--- src/rtl/uart_pkg.sv ---
// Shared UART definitions: FSM state encoding and bit-timing helpers,
// common to the receiver and transmitter cores.
package uart_pkg;

  typedef enum logic [2:0] {
    IDLE  = 3'd0,
    START = 3'd1,
    RECV  = 3'd2,
    STOP  = 3'd3
  } uart_state_t;

  // Two-step integer division keeps TX and RX bit periods identical.
  function automatic int calc_cycles_per_bit(input int bit_rate, input int clk_hz);
    return (1_000_000_000 / bit_rate) / (1_000_000_000 / clk_hz);
  endfunction

  function automatic int calc_cnt_width(input int cycles_per_bit);
    return 1 + $clog2(cycles_per_bit);
  endfunction

endpackage

--- src/rtl/sync_2ff.sv ---
// Two-flop synchroniser for a single asynchronous input bit.
// The reset value is chosen by the instantiating block.
module sync_2ff #(
  parameter logic RESET_VAL = 1'b1
) (
  input  logic clk,
  input  logic resetn,
  input  logic d,
  output logic q
);

  logic meta;

  always_ff @(posedge clk or negedge resetn) begin
    if (!resetn) begin
      meta <= RESET_VAL;
      q    <= RESET_VAL;
    end else begin
      meta <= d;
      q    <= meta;
    end
  end

endmodule

--- src/rtl/uart_rs232_rx.sv ---
// RS-232 UART receiver: synchronises the line, finds the start edge and
// samples each bit mid-period, delivering bytes with a one-cycle strobe.
module uart_rs232_rx
  import uart_pkg::*;
#(
  parameter int BIT_RATE     = 9600,
  parameter int CLK_HZ       = 48_000_000,
  parameter int PAYLOAD_BITS = 8,
  parameter int STOP_BITS    = 1
) (
  input  logic                    clk,
  input  logic                    resetn,
  input  logic                    uart_rxd,
  input  logic                    uart_rx_en,
  output logic                    uart_rx_break,
  output logic                    uart_rx_valid,
  output logic [PAYLOAD_BITS-1:0] uart_rx_data,
  output logic                    uart_rx_busy
);

  localparam int CYCLES_PER_BIT = calc_cycles_per_bit(BIT_RATE, CLK_HZ);
  localparam int HALF_BIT       = CYCLES_PER_BIT / 2;
  localparam int CNT_W          = calc_cnt_width(CYCLES_PER_BIT);

  localparam logic [CNT_W-1:0] BIT_LAST  = CNT_W'(CYCLES_PER_BIT - 1);
  localparam logic [CNT_W-1:0] HALF_LAST = CNT_W'(HALF_BIT - 1);
  localparam logic [3:0]       LAST_BIT  = 4'(PAYLOAD_BITS - 1);

  if (PAYLOAD_BITS > 15 || PAYLOAD_BITS < 2 || STOP_BITS < 1) begin : g_bad_cfg
    $error("uart_rs232_rx: unsupported PAYLOAD_BITS/STOP_BITS");
  end

  uart_state_t             state, state_nxt;
  logic [CNT_W-1:0]        cyc_cnt, cyc_nxt;
  logic [3:0]              bit_cnt, bit_nxt;
  logic [PAYLOAD_BITS-1:0] shreg, shreg_nxt;
  logic [PAYLOAD_BITS-1:0] data_nxt;
  logic                    valid_nxt, brk_nxt;
  logic                    rxd_s, rxd_hist, fall_edge;

  sync_2ff #(.RESET_VAL(1'b1)) u_sync (
    .clk    (clk),
    .resetn (resetn),
    .d      (uart_rxd),
    .q      (rxd_s)
  );

  assign fall_edge    = rxd_hist & ~rxd_s;
  assign uart_rx_busy = (state != IDLE);

  always_ff @(posedge clk or negedge resetn) begin
    if (!resetn) begin
      state         <= IDLE;
      cyc_cnt       <= '0;
      bit_cnt       <= '0;
      shreg         <= '0;
      rxd_hist      <= 1'b1;
      uart_rx_data  <= '0;
      uart_rx_valid <= 1'b0;
      uart_rx_break <= 1'b0;
    end else begin
      state         <= state_nxt;
      cyc_cnt       <= cyc_nxt;
      bit_cnt       <= bit_nxt;
      shreg         <= shreg_nxt;
      rxd_hist      <= rxd_s;
      uart_rx_data  <= data_nxt;
      uart_rx_valid <= valid_nxt;
      uart_rx_break <= brk_nxt;
    end
  end

  // Sample points sit at the end of each counted period; the start bit is
  // counted only to its middle so every later sample lands mid-bit.
  always_comb begin
    state_nxt = state;
    cyc_nxt   = cyc_cnt + CNT_W'(1);
    bit_nxt   = bit_cnt;
    shreg_nxt = shreg;
    data_nxt  = uart_rx_data;
    valid_nxt = 1'b0;
    brk_nxt   = 1'b0;
    case (state)
      IDLE: begin
        cyc_nxt = '0;
        bit_nxt = '0;
        if (fall_edge && uart_rx_en) state_nxt = START;
      end
      START: begin
        if (cyc_cnt == HALF_LAST) begin
          cyc_nxt   = '0;
          state_nxt = rxd_s ? IDLE : RECV;
        end
      end
      RECV: begin
        if (cyc_cnt == BIT_LAST) begin
          cyc_nxt   = '0;
          shreg_nxt = {rxd_s, shreg[PAYLOAD_BITS-1:1]};
          bit_nxt   = bit_cnt + 4'd1;
          if (bit_cnt == LAST_BIT) state_nxt = STOP;
        end
      end
      STOP: begin
        // Leaving mid stop-bit lets a back-to-back start edge be caught.
        if (cyc_cnt == BIT_LAST) begin
          cyc_nxt   = '0;
          state_nxt = IDLE;
          if (rxd_s) begin
            data_nxt  = shreg;
            valid_nxt = 1'b1;
          end else begin
            brk_nxt = 1'b1;
          end
        end
      end
      default: state_nxt = IDLE;
    endcase
  end

endmodule

--- config.mk ---
export PLATFORM = sky130hd
export DESIGN_NAME = uart_rs232_rx
export DESIGN_NICKNAME = d
export VERILOG_FILES = /design/src/rtl/uart_pkg.sv /design/src/rtl/sync_2ff.sv /design/src/rtl/uart_rs232_rx.sv
export SDC_FILE = /design/constraint.sdc
export NUM_CORES = 1
export LEC_CHECK = 0
export ABC_AREA = 1
export CORE_MARGIN = 2
export CORE_UTILIZATION = 56
export CTS_CLUSTER_DIAMETER = 150
export DETAILED_ROUTE_END_ITERATION = 8
export GPL_TIMING_DRIVEN = 0
export PLACE_DENSITY = 0.87
export SLEW_MARGIN = 20
export SYNTH_ARGS = -nofsm -noshare
export SYNTH_HDL_FRONTEND = slang
export SYNTH_HIERARCHICAL = 1
export SYNTH_SLANG_ARGS = --single-unit
--- constraint.sdc ---
create_clock -name clk -period 1.8 [get_ports clk]
set_clock_uncertainty 0.15 [all_clocks]
set_input_delay 0.54 -clock clk [delete_from_list [all_inputs] [get_ports clk]]
set_output_delay 0.54 -clock clk [all_outputs]
set_load 0.01 [all_outputs]
==> results of run 1 <==
what timing repair did:
action,in CTS,in global routing
hold endpoints to repair,11,0
endpoints found under the setup margin,11,14
hold buffers,1,0
setup buffers,3,2
gates resized for setup,19,6
pin swaps,0,2
cell usage after synthesis, drive strengths merged:
library cell | count | area (um^2)
nor3 | 3 | 15.0
o21ai | 23 | 171
dfrtp | 38 | 951
buf | 7 | 67.6
nand4 | 6 | 37.5
a22oi | 1 | 7.51
nor2 | 36 | 170
o21bai | 1 | 7.51
xnor2 | 1 | 8.76
nand2 | 71 | 289
dfstp | 3 | 78.8
a21oi | 6 | 30.0
a21boi | 1 | 7.51
inv | 26 | 97.6
ha | 2 | 25.0
nand3 | 30 | 155
xor2 | 4 | 35.0
stage by stage:
| step | TNS (ns) | instance area (um^2) | utilization | hold WS (ns) | cells |
|---|---|---|---|---|---|
| 6_report | 0 | 2530 | 0.685 | 0.209 | 336 |
| 5_1_grt | 0 | 2530 | 0.685 | 0.216 | 336 |
| 4_1_cts | 0 | 2490 | 0.675 | 0.211 | 334 |
| 3_5_place_dp | -0.184 | 2370 | 0.642 | 0.199 | 322 |
| 3_3_place_gp | -37.64 | 2350 | 0.638 | 0.196 | 321 |
| 2_1_floorplan | 0 | 2150 | - | 0.0944 | 259 |
metal layers:
layer  track usage  vias to the layer above  routed length (um)
li1              -                      894                   -
met1         0.298                      846                1880
met2         0.379                       34                2130
met3        0.0460                        8                 166
met4        0.0791                        0                  68
met5             0                        -                   0
state kept, by name (all words and copies together) (netlist names):
name / flops
cyc_cnt: 14
shreg: 8
uart_rx_data: 8
bit_cnt: 4
state: 2
rxd_hist: 1
u_sync/meta: 1
u_sync/q: 1
uart_rx_break: 1
uart_rx_valid: 1
area by class of cell:
| cell class | count | area, um^2 |
|---|---|---|
| Buffer | 7 | 71.3 |
| Clock inverter | 2 | 13.8 |
| Clock buffer | 6 | 82.6 |
| Sequential cell | 41 | 1030 |
| Fill cell | 296 | 1160 |
| Timing Repair Buffer | 21 | 185 |
| Multi-Input combinational cell | 185 | 977 |
| Inverter | 26 | 105 |
| Tap cell | 48 | 60.1 |
where the power goes:
| part | switching [mW] | internal (mW) |
|---|---|---|
| Sequential | 0.0396 | 0.974 |
| Clock | 0.329 | 0.311 |
| Combinational | 0.359 | 0.201 |
critical path, cell delays in order, from the launching register on:
cell and delay (ns):
dfrtp_2 0.43, inv_4 0.08, nand2_2 0.09, buf_2 0.15
worst paths after layout:
check                                   to  cells after the start
max                           uart_rx_busy                      3
min                               u_sync/q                      0
max reg2reg                uart_rx_data[6]                     10
min reg2reg                       u_sync/q                      0
max in group asynchronous         u_sync/q                      3
min in group asynchronous       cyc_cnt[3]                      2
logic make-up after synthesis:
logic type               count (synthesis)
XOR/XNOR                                 5
AO/OA/AOI/OAI                           32
buffers and inverters                   33
flip-flops                              41
adder cells (fa/ha/maj)                  2
AND/OR/NAND/NOR                        146
==> impl_metrics.toml, run 1 <==
[logic_synthesis]
ys.warnings.count = 6
ys_seq_elements = 41
yosys.area_share.simple = 0.310
synth_top_family_by_area = "simple AND/OR/NAND/NOR gates"
synthCells = 259
syn_area_per_cell_um2 = 8.32
synth_nets = 265
synthXorXnorAreaFrac = 0.0203
synth.distinct_cells = 26
synth_seq_area_share = 0.478
synth-compound-area-share = 0.104
synth_adder_area_share = 0.0116
netlist_area_mm2 = 0.00215
muxShareOfSynthArea = 0

[route]
viasPerCell = 5.30
vias = 1782
wl_per_cell_um = 12.7
drt_iter0_drc = 90
ant_nets = 0
drt-total-wl_mm = 4.25
drc_errors = 0
dr.pass1.iters = 4

[clocking]
cts_buffers = 5
cts_buffer_depth = 2
htreeDepth = 2
cts_sinks = 41
path_clk_slew_ns = 0.07
clock_latency_ns = 0.30
cts_root_buf = "clkbuf_8"
cts_tree = "built"

[timing]
finalCriticalPeriod_ns = 1.73
slew_headroom = 0.789
hold_viol = 0
fin_ws_ns = 0.0665
slew_violations = 0
rsz0062_at_grt = "false"
worst_slew_pin_slew_ns = 0.315
fin_crit_sh = 0.963
max_freq_mhz = 577
setup_viol = 0

[place]
gp_congestion = 0.872
place_hpwl_mm = 3.02
port_buffers = 14
pre_cts_ws_ns = -0.184

[worst_setup_path]
reg2reg_slack_ns = 0.10
critPathKind = "reg -> out"
crit_arrival_ns = 1.04
cp-start-kind = "flip-flop"
critPathMaxFanout = 5
required_ns = 1.11
crit_start = "state[0]"
r2r-start = "cyc_cnt[0]"
cp-end-kind = "output port"

[power]
leakagePower_nw = 1.17
power_density_mw_per_mm2 = 876
peakVddDrop_mv = 0.622
p_total_mw = 2.21

[floorplanning]
die_h_um = 66.0
design.core.area_mm2 = 0.00369
rows = 22
die_w_um = 66.0
dieArea_mm2 = 0.00436
io_pins = 15
initial_core_util = 0.584

[global_routing]
grt_usage = 0.228
grt_pass1_wl_mm = 7.51
grt_start_max_net_pins = 31
grt-ovfl-total = 0
antenna_found_initial = 0
grt_pass1_vias = 1732

[outcome]
status = "finished clean"

[final_layout]
diodes = 0
final_layout_size_suffix_gt1_frac = 0.226
area_growth_pct = 17.2
final_cell_mix = "nand2_1 (62), dfrtp_1 (37), nand3_1 (29)"
final_common_cell = "nand2_1"
fin_nets = 293

[job]
cap_violations = 0

[worst_hold_path]
worstHoldPathType = "reg -> reg"
hp-start = "u_sync/meta"
No activity file was read; power rests on OpenSTA's default activity.
==> inputs of run 2 (changes only) <==
--- a/config.mk
+++ b/config.mk
@@ -6,7 +6,7 @@
 export NUM_CORES = 1
 export LEC_CHECK = 0
 export ABC_AREA = 1
-export CORE_MARGIN = 2
+export CORE_MARGIN = 4
 export CORE_UTILIZATION = 56
 export CTS_CLUSTER_DIAMETER = 150
 export DETAILED_ROUTE_END_ITERATION = 8
==> impl_metrics.toml, run 2 (synthesis gave the netlist of run 1 again) <==
[final_layout]
final_layout_size_suffix_gt1_frac = 0.232
final_common_cell = "nand2_1"
top_register = "cyc_cnt"
design_area_mm2 = 0.00255
fin_nets = 294
largest_reg_flops = 14
final_core_util = 0.692
final_cell_mix = "nand2_1 (62), dfrtp_1 (37), nand3_1 (28), nor2_1 (28), inv_1 (22)"
diodes = 0
area_growth_pct = 18.4
reg_top3 = "cyc_cnt: 14 flops, shreg: 8 flops, uart_rx_data: 8 flops"
stdcell_count = 337

[route]
drc_errors = 0
drt_iter0_drc = 180
vias = 1850
drt-total-wl_mm = 4.61
wl_met1_mm = 1.98
viasPerCell = 5.49
wl_met2_mm = 2.28
highest_layer = "met4"
wl_met3_um = 202
ant_nets = 0
dr.pass1.iters = 4
wl_per_cell_um = 13.7

[power]
leakagePower_nw = 1.21
peakVddDrop_mv = 0.730
power_density_mw_per_mm2 = 877
p_total_mw = 2.24

[timing]
fin_crit_sh = 0.980
worst_slew_pin_slew_ns = 0.500
slew_violations = 0
finalCriticalPeriod_ns = 1.76
slew_headroom = 0.666
max_freq_mhz = 567
hold_viol = 0
setup_viol = 0

[worst_setup_path]
crit_arrival_ns = 1.84
critPathMaxFanout = 7
path_common_cell = "nand2_1"
r2r-start = "cyc_cnt[0]"
cp-end-kind = "flip-flop"
cp-start-kind = "flip-flop"
reg2reg_depth = 11
required_ns = 1.87
reg2reg_slack_ns = 0.04
crit_buf_inv = 3
crit_slowest_cell = "dfrtp_1"
crit_chain = "ha_2 > buf_6 > inv_1 > nor2_1 > nand2_1 > nor2_1 > nand2_1 > nand2_4 > buf_4 > nand4_1 > nand2_1"
cp_slowest_stage_delay_ns = 0.39
cp_top_family = "simple AND/OR/NAND/NOR gates"
critPathKind = "reg -> reg"
r2r_end = "state[0]"

[floorplanning]
io_pins = 15
die_w_um = 70.0
dieArea_mm2 = 0.00490
rows = 22
die_h_um = 70.0
design.core.area_mm2 = 0.00369
initial_core_util = 0.584

[global_routing]
grt_start_max_net_pins = 22
grt_pass1_vias = 1745
antenna_found_initial = 0
grt-ovfl-total = 0
grt_usage = 0.196
grt_pass1_wl_mm = 7.68

[place]
placed_cell_area_mm2 = 0.00238
placed_cells = 322
gp_congestion = 0.877
place_hpwl_mm = 3.23
port_buffers = 14

[clocking]
cts_buffer_depth = 2
clock_latency_ns = 0.30
cts_root_buf = "clkbuf_8"
cts_buffers = 5
cts_tree = "built"
htreeDepth = 2
path_clk_slew_ns = 0.08
cts_sinks = 41
cts.hold.buffers_added = 0

[job]
cap_violations = 0

[outcome]
status = "finished clean"

[worst_hold_path]
worstHoldPathType = "in -> async"
==> run 2: through the flow <==
stage               setup WS [ns]  setup TNS (ns)  hold WS [ns]
finish                     0.0362               0        0.0525
global route               -0.103          -0.838        0.0740
CTS                        0.0373               0        0.0627
detailed placement         -0.199          -0.202         0.199
global placement           -0.983          -39.21         0.196
floorplan                   0.248               0        0.0944
==> run 2: how the worst max path moves through the flow <==
stage | start | cells past startpoint | slack [ns] | end
after detailed placement | state[0] | 3 | -0.20 | uart_rx_busy
final | cyc_cnt[0] | 11 | 0.04 | state[0]
after global placement | resetn | 1 | -0.98 | uart_rx_data[2]
after floorplan | cyc_cnt[0] | 10 | 0.25 | uart_rx_data[5]
after global routing | cyc_cnt[0] | 11 | -0.10 | state[0]
after CTS | cyc_cnt[0] | 10 | 0.04 | uart_rx_data[5]
==> run 2: repair_timing <==
action,4_1_cts,5_1_grt
endpoints found under the setup margin,11,15
setup buffers,2,5
pin swaps,0,2
gates resized for setup,19,10
gates cloned,0,0
==> run 2: report_power, final <==
| part | internal (mW) | switching, mW | total [mW] |
|---|---|---|---|
| logic | 0.217 | 0.387 | 0.603 |
| registers | 0.974 | 0.0367 | 1.01 |
| clock network | 0.311 | 0.311 | 0.623 |
==> run 2: layout make-up <==
class / instances / area [um^2]
Inverter: 26 / 100
Timing Repair Buffer: 22 / 198
Buffer: 7 / 71.3
Tap cell: 48 / 60.1
Clock buffer: 7 / 86.3
Multi-Input combinational cell: 185 / 997
Clock inverter: 1 / 7.51
Sequential cell: 41 / 1030
Fill cell: 271 / 1140
==> run 2: layer usage <==
layer,track usage,up-vias
met1,0.250,880
met5,0,-
met4,0.113,0
li1,-,894
met2,0.316,62
met3,0.0273,14
==> inputs of run 3 (changes only) <==
--- a/config.mk
+++ b/config.mk
@@ -5,13 +5,13 @@
 export SDC_FILE = /design/constraint.sdc
 export NUM_CORES = 1
 export LEC_CHECK = 0
-export ABC_AREA = 1
 export CORE_MARGIN = 4
 export CORE_UTILIZATION = 56
 export CTS_CLUSTER_DIAMETER = 150
 export DETAILED_ROUTE_END_ITERATION = 8
+export GPL_ROUTABILITY_DRIVEN = 0
 export GPL_TIMING_DRIVEN = 0
-export PLACE_DENSITY = 0.87
+export PLACE_DENSITY = 0.88
 export SLEW_MARGIN = 20
 export SYNTH_ARGS = -nofsm -noshare
 export SYNTH_HDL_FRONTEND = slang
==> impl_metrics.toml, run 3 <==
[outcome]
status = "finished with violations"
violations = "negative setup slack"

[final_layout]
final_cell_mix = "dfrtp_1 (36), buf_4 (17), nand2_1 (16)"
final_layout_size_suffix_gt1_frac = 0.396
reg_top3 = "cyc_cnt: 14 flops, shreg: 8 flops, uart_rx_data: 8 flops"
top_register = "cyc_cnt"
final_common_cell = "dfrtp_1"
largest_reg_flops = 14
multi_input_area_um2 = 877
fin_nets = 207
final-seq-area_mm2 = 0.00103
filler_cell_count = 187
design_area_mm2 = 0.00238
stdcell_count = 246
diodes = 0
area_growth_pct = 30.7

[logic_synthesis]
yosysMostFrequentCell = "dfrtp_1"
synth_common_cells = "dfrtp_1 (38), nor2_1 (20), mux2_2 (16), nand2_1 (16), nand3_1 (10)"
synth_ff_type = "dfrtp_1"
yosysTopAreaCellShare = 0.521
ys_seq_elements = 41
synth_seq_area_share = 0.564
synth.distinct_cells = 33
synth_nets = 168
syn_area_per_cell_um2 = 11.3
ys.warnings.count = 6
synth_top_area_cell = "dfrtp_1"
netlist_area_mm2 = 0.00182
synthArstFlopShare = 1.00
synth_edf_count = 0
yosys-top-cells-area = "dfrtp_1 (52%), mux2_2 (9.9%), dfstp_2 (4.3%)"
synthCells = 162

[route]
wl_per_cell_um = 17.7
drc_errors = 0
viasPerCell = 5.80
vias = 1426
drt-total-wl_mm = 4.35
drt_iter0_drc = 84
ant_nets = 0
dr.pass1.iters = 4

[worst_hold_path]
hp-start = "u_sync/meta"
holdPathStages = 0
min_to = "u_sync/q"
worstHoldPathType = "reg -> reg"

[worst_setup_path]
cp-end-kind = "flip-flop"
reg2reg_slack_ns = -0.63
r2r_end = "cyc_cnt[4]"
critPathMaxFanout = 4
reg2reg_depth = 6
crit_arrival_ns = 2.53
cp-start-kind = "flip-flop"
critPathKind = "reg -> reg"
required_ns = 1.89
r2r-start = "cyc_cnt[1]"

[timing]
finalCriticalPeriod_ns = 2.43
hold_viol = 0
slew_violations = 0
max_freq_mhz = 411
hold_ws_ns = 0.221
slew_headroom = 0.683
fin_crit_sh = 1.35
fin_ws_ns = -0.634
setup_tns_ns = -20.02
rsz0062_at_grt = "true"
setup_viol = 39
worst_slew_pin_slew_ns = 0.475

[power]
seqPwrFrac = 0.515
clkPwrFrac = 0.229
leakagePower_nw = 1.08
pwr-share-comb = 0.256
power_density_mw_per_mm2 = 827
peakVddDrop_mv = 0.574
p_switching_mw = 0.598
internal_power_mw = 1.37
switching_share = 0.303

[place]
port_buffers = 14
place_hpwl_mm = 2.49
pre_cts_ws_ns = -0.846
placed_cell_area_mm2 = 0.00210
placed_cells = 221

[floorplanning]
design.core.area_mm2 = 0.00308
io_pins = 15
initial_core_util = 0.593
rows = 20
dieArea_mm2 = 0.00423
die_h_um = 65.1
die_w_um = 65.1

[global_routing]
grt-ovfl-total = 0
grt_pass1_wl_mm = 6.82
antenna_found_initial = 0
grt_pass1_vias = 1486
grt_usage = 0.214
grt_start_max_net_pins = 24

[clocking]
cts_buffer_depth = 2
htreeDepth = 2
cts_sinks = 41
cts_buffers = 5
cts_root_buf = "clkbuf_4"
cts_tree = "built"
clock_latency_ns = 0.35
path_clk_slew_ns = 0.13

[job]
cap_violations = 0
run 3: cell count changes in the layout (fill, tap and decap cells not counted), moves of 7 or more:
| cell | change |
|---|---|
| nand3_1 | -20 |
| mux2_2 | +8 |
| inv_1 | -19 |
| nand2_1 | -46 |
| nor2_1 | -19 |
| buf_4 | +8 |
| xnor2_1 | +8 |
| o21ai_2 | -14 |
| mux2_4 | +8 |
| nor2_2 | +7 |
run 3: critical path, cell delays in order, from the launching register on:
cell and delay [ns]:
dfrtp_1 0.39, ha_2 0.19, or4b_4 0.51, or4_4 0.54, a22oi_2 0.30, buf_4 0.20, nor2_1 0.04
run 3: per-stage QoR:
| step | utilization | power [mW] |
|---|---|---|
| floorplan | - | 1.23 |
| global placement | 0.676 | 1.31 |
| detailed placement | 0.683 | 1.33 |
| CTS | 0.750 | 1.87 |
| global route | 0.774 | 2.06 |
| finish | 0.774 | 1.97 |
run 3: timing repair:
| item | CTS | global route |
|---|---|---|
| buffers inserted | 13 | 5 |
| hold buffers | 1 | 0 |
| cloned | 1 | 0 |
| resized for setup | 35 | 15 |
| endpoints found under the hold margin | 16 | 0 |
| pin swaps | 8 | 3 |
| endpoints found under the setup margin | 49 | 39 |
run 3: cell type report:
| class | count | share of cell area |
|---|---|---|
| flip-flops and latches | 41 | 0.433 |
| repair buffers | 35 | 0.131 |
| inverters | 3 | 0.00472 |
| plain buffers | 4 | 0.0173 |
| clock buffers | 5 | 0.0157 |
| well taps | 44 | 0.0231 |
| multi-input cells | 111 | 0.368 |
| clock inverters | 3 | 0.00735 |
run 3: layer usage:
metal | vias to the layer above | GRT usage | wire, um
met5 | - | 0 | 0
met4 | 0 | 0.0907 | 122
met3 | 14 | 0.0572 | 216
met2 | 51 | 0.383 | 2350
met1 | 707 | 0.237 | 1660
li1 | 654 | - | -
run 3: kinds of logic (layout without fill, tap and decap cells):
logic type      count (synthesis)  count (layout)  synth area share
fa+ha+maj                       2               2            0.0137
flops                          41              41             0.564
simple gates                   71              71             0.198
buf+inv                        10              50            0.0226
mux                            16              16            0.0988
xor+xnor                       12              12            0.0576
compound gates                 10              10            0.0446
run 3: how the worst max path moves through the flow:
stage	to	slack, ns	from
floorplan	cyc_cnt[0]	-0.65	cyc_cnt[0]
global placement	shreg[6]	-0.83	resetn
detailed placement	cyc_cnt[7]	-0.85	cyc_cnt[0]
CTS	uart_rx_data[4]	-0.58	cyc_cnt[0]
global route	cyc_cnt[4]	-0.70	cyc_cnt[1]
finish	cyc_cnt[4]	-0.63	cyc_cnt[1]
run 3: power by group through the flow:
| stage | sequential (mW) | combinational [mW] | clock, mW |
|---|---|---|---|
| 2_1_floorplan | 1.03 | 0.203 | 0 |
| 3_3_place_gp | 1.04 | 0.265 | 0 |
| 3_5_place_dp | 1.05 | 0.283 | 0 |
| 4_1_cts | 1.01 | 0.402 | 0.455 |
| 5_1_grt | 1.02 | 0.546 | 0.495 |
| 6_report | 1.02 | 0.505 | 0.451 |
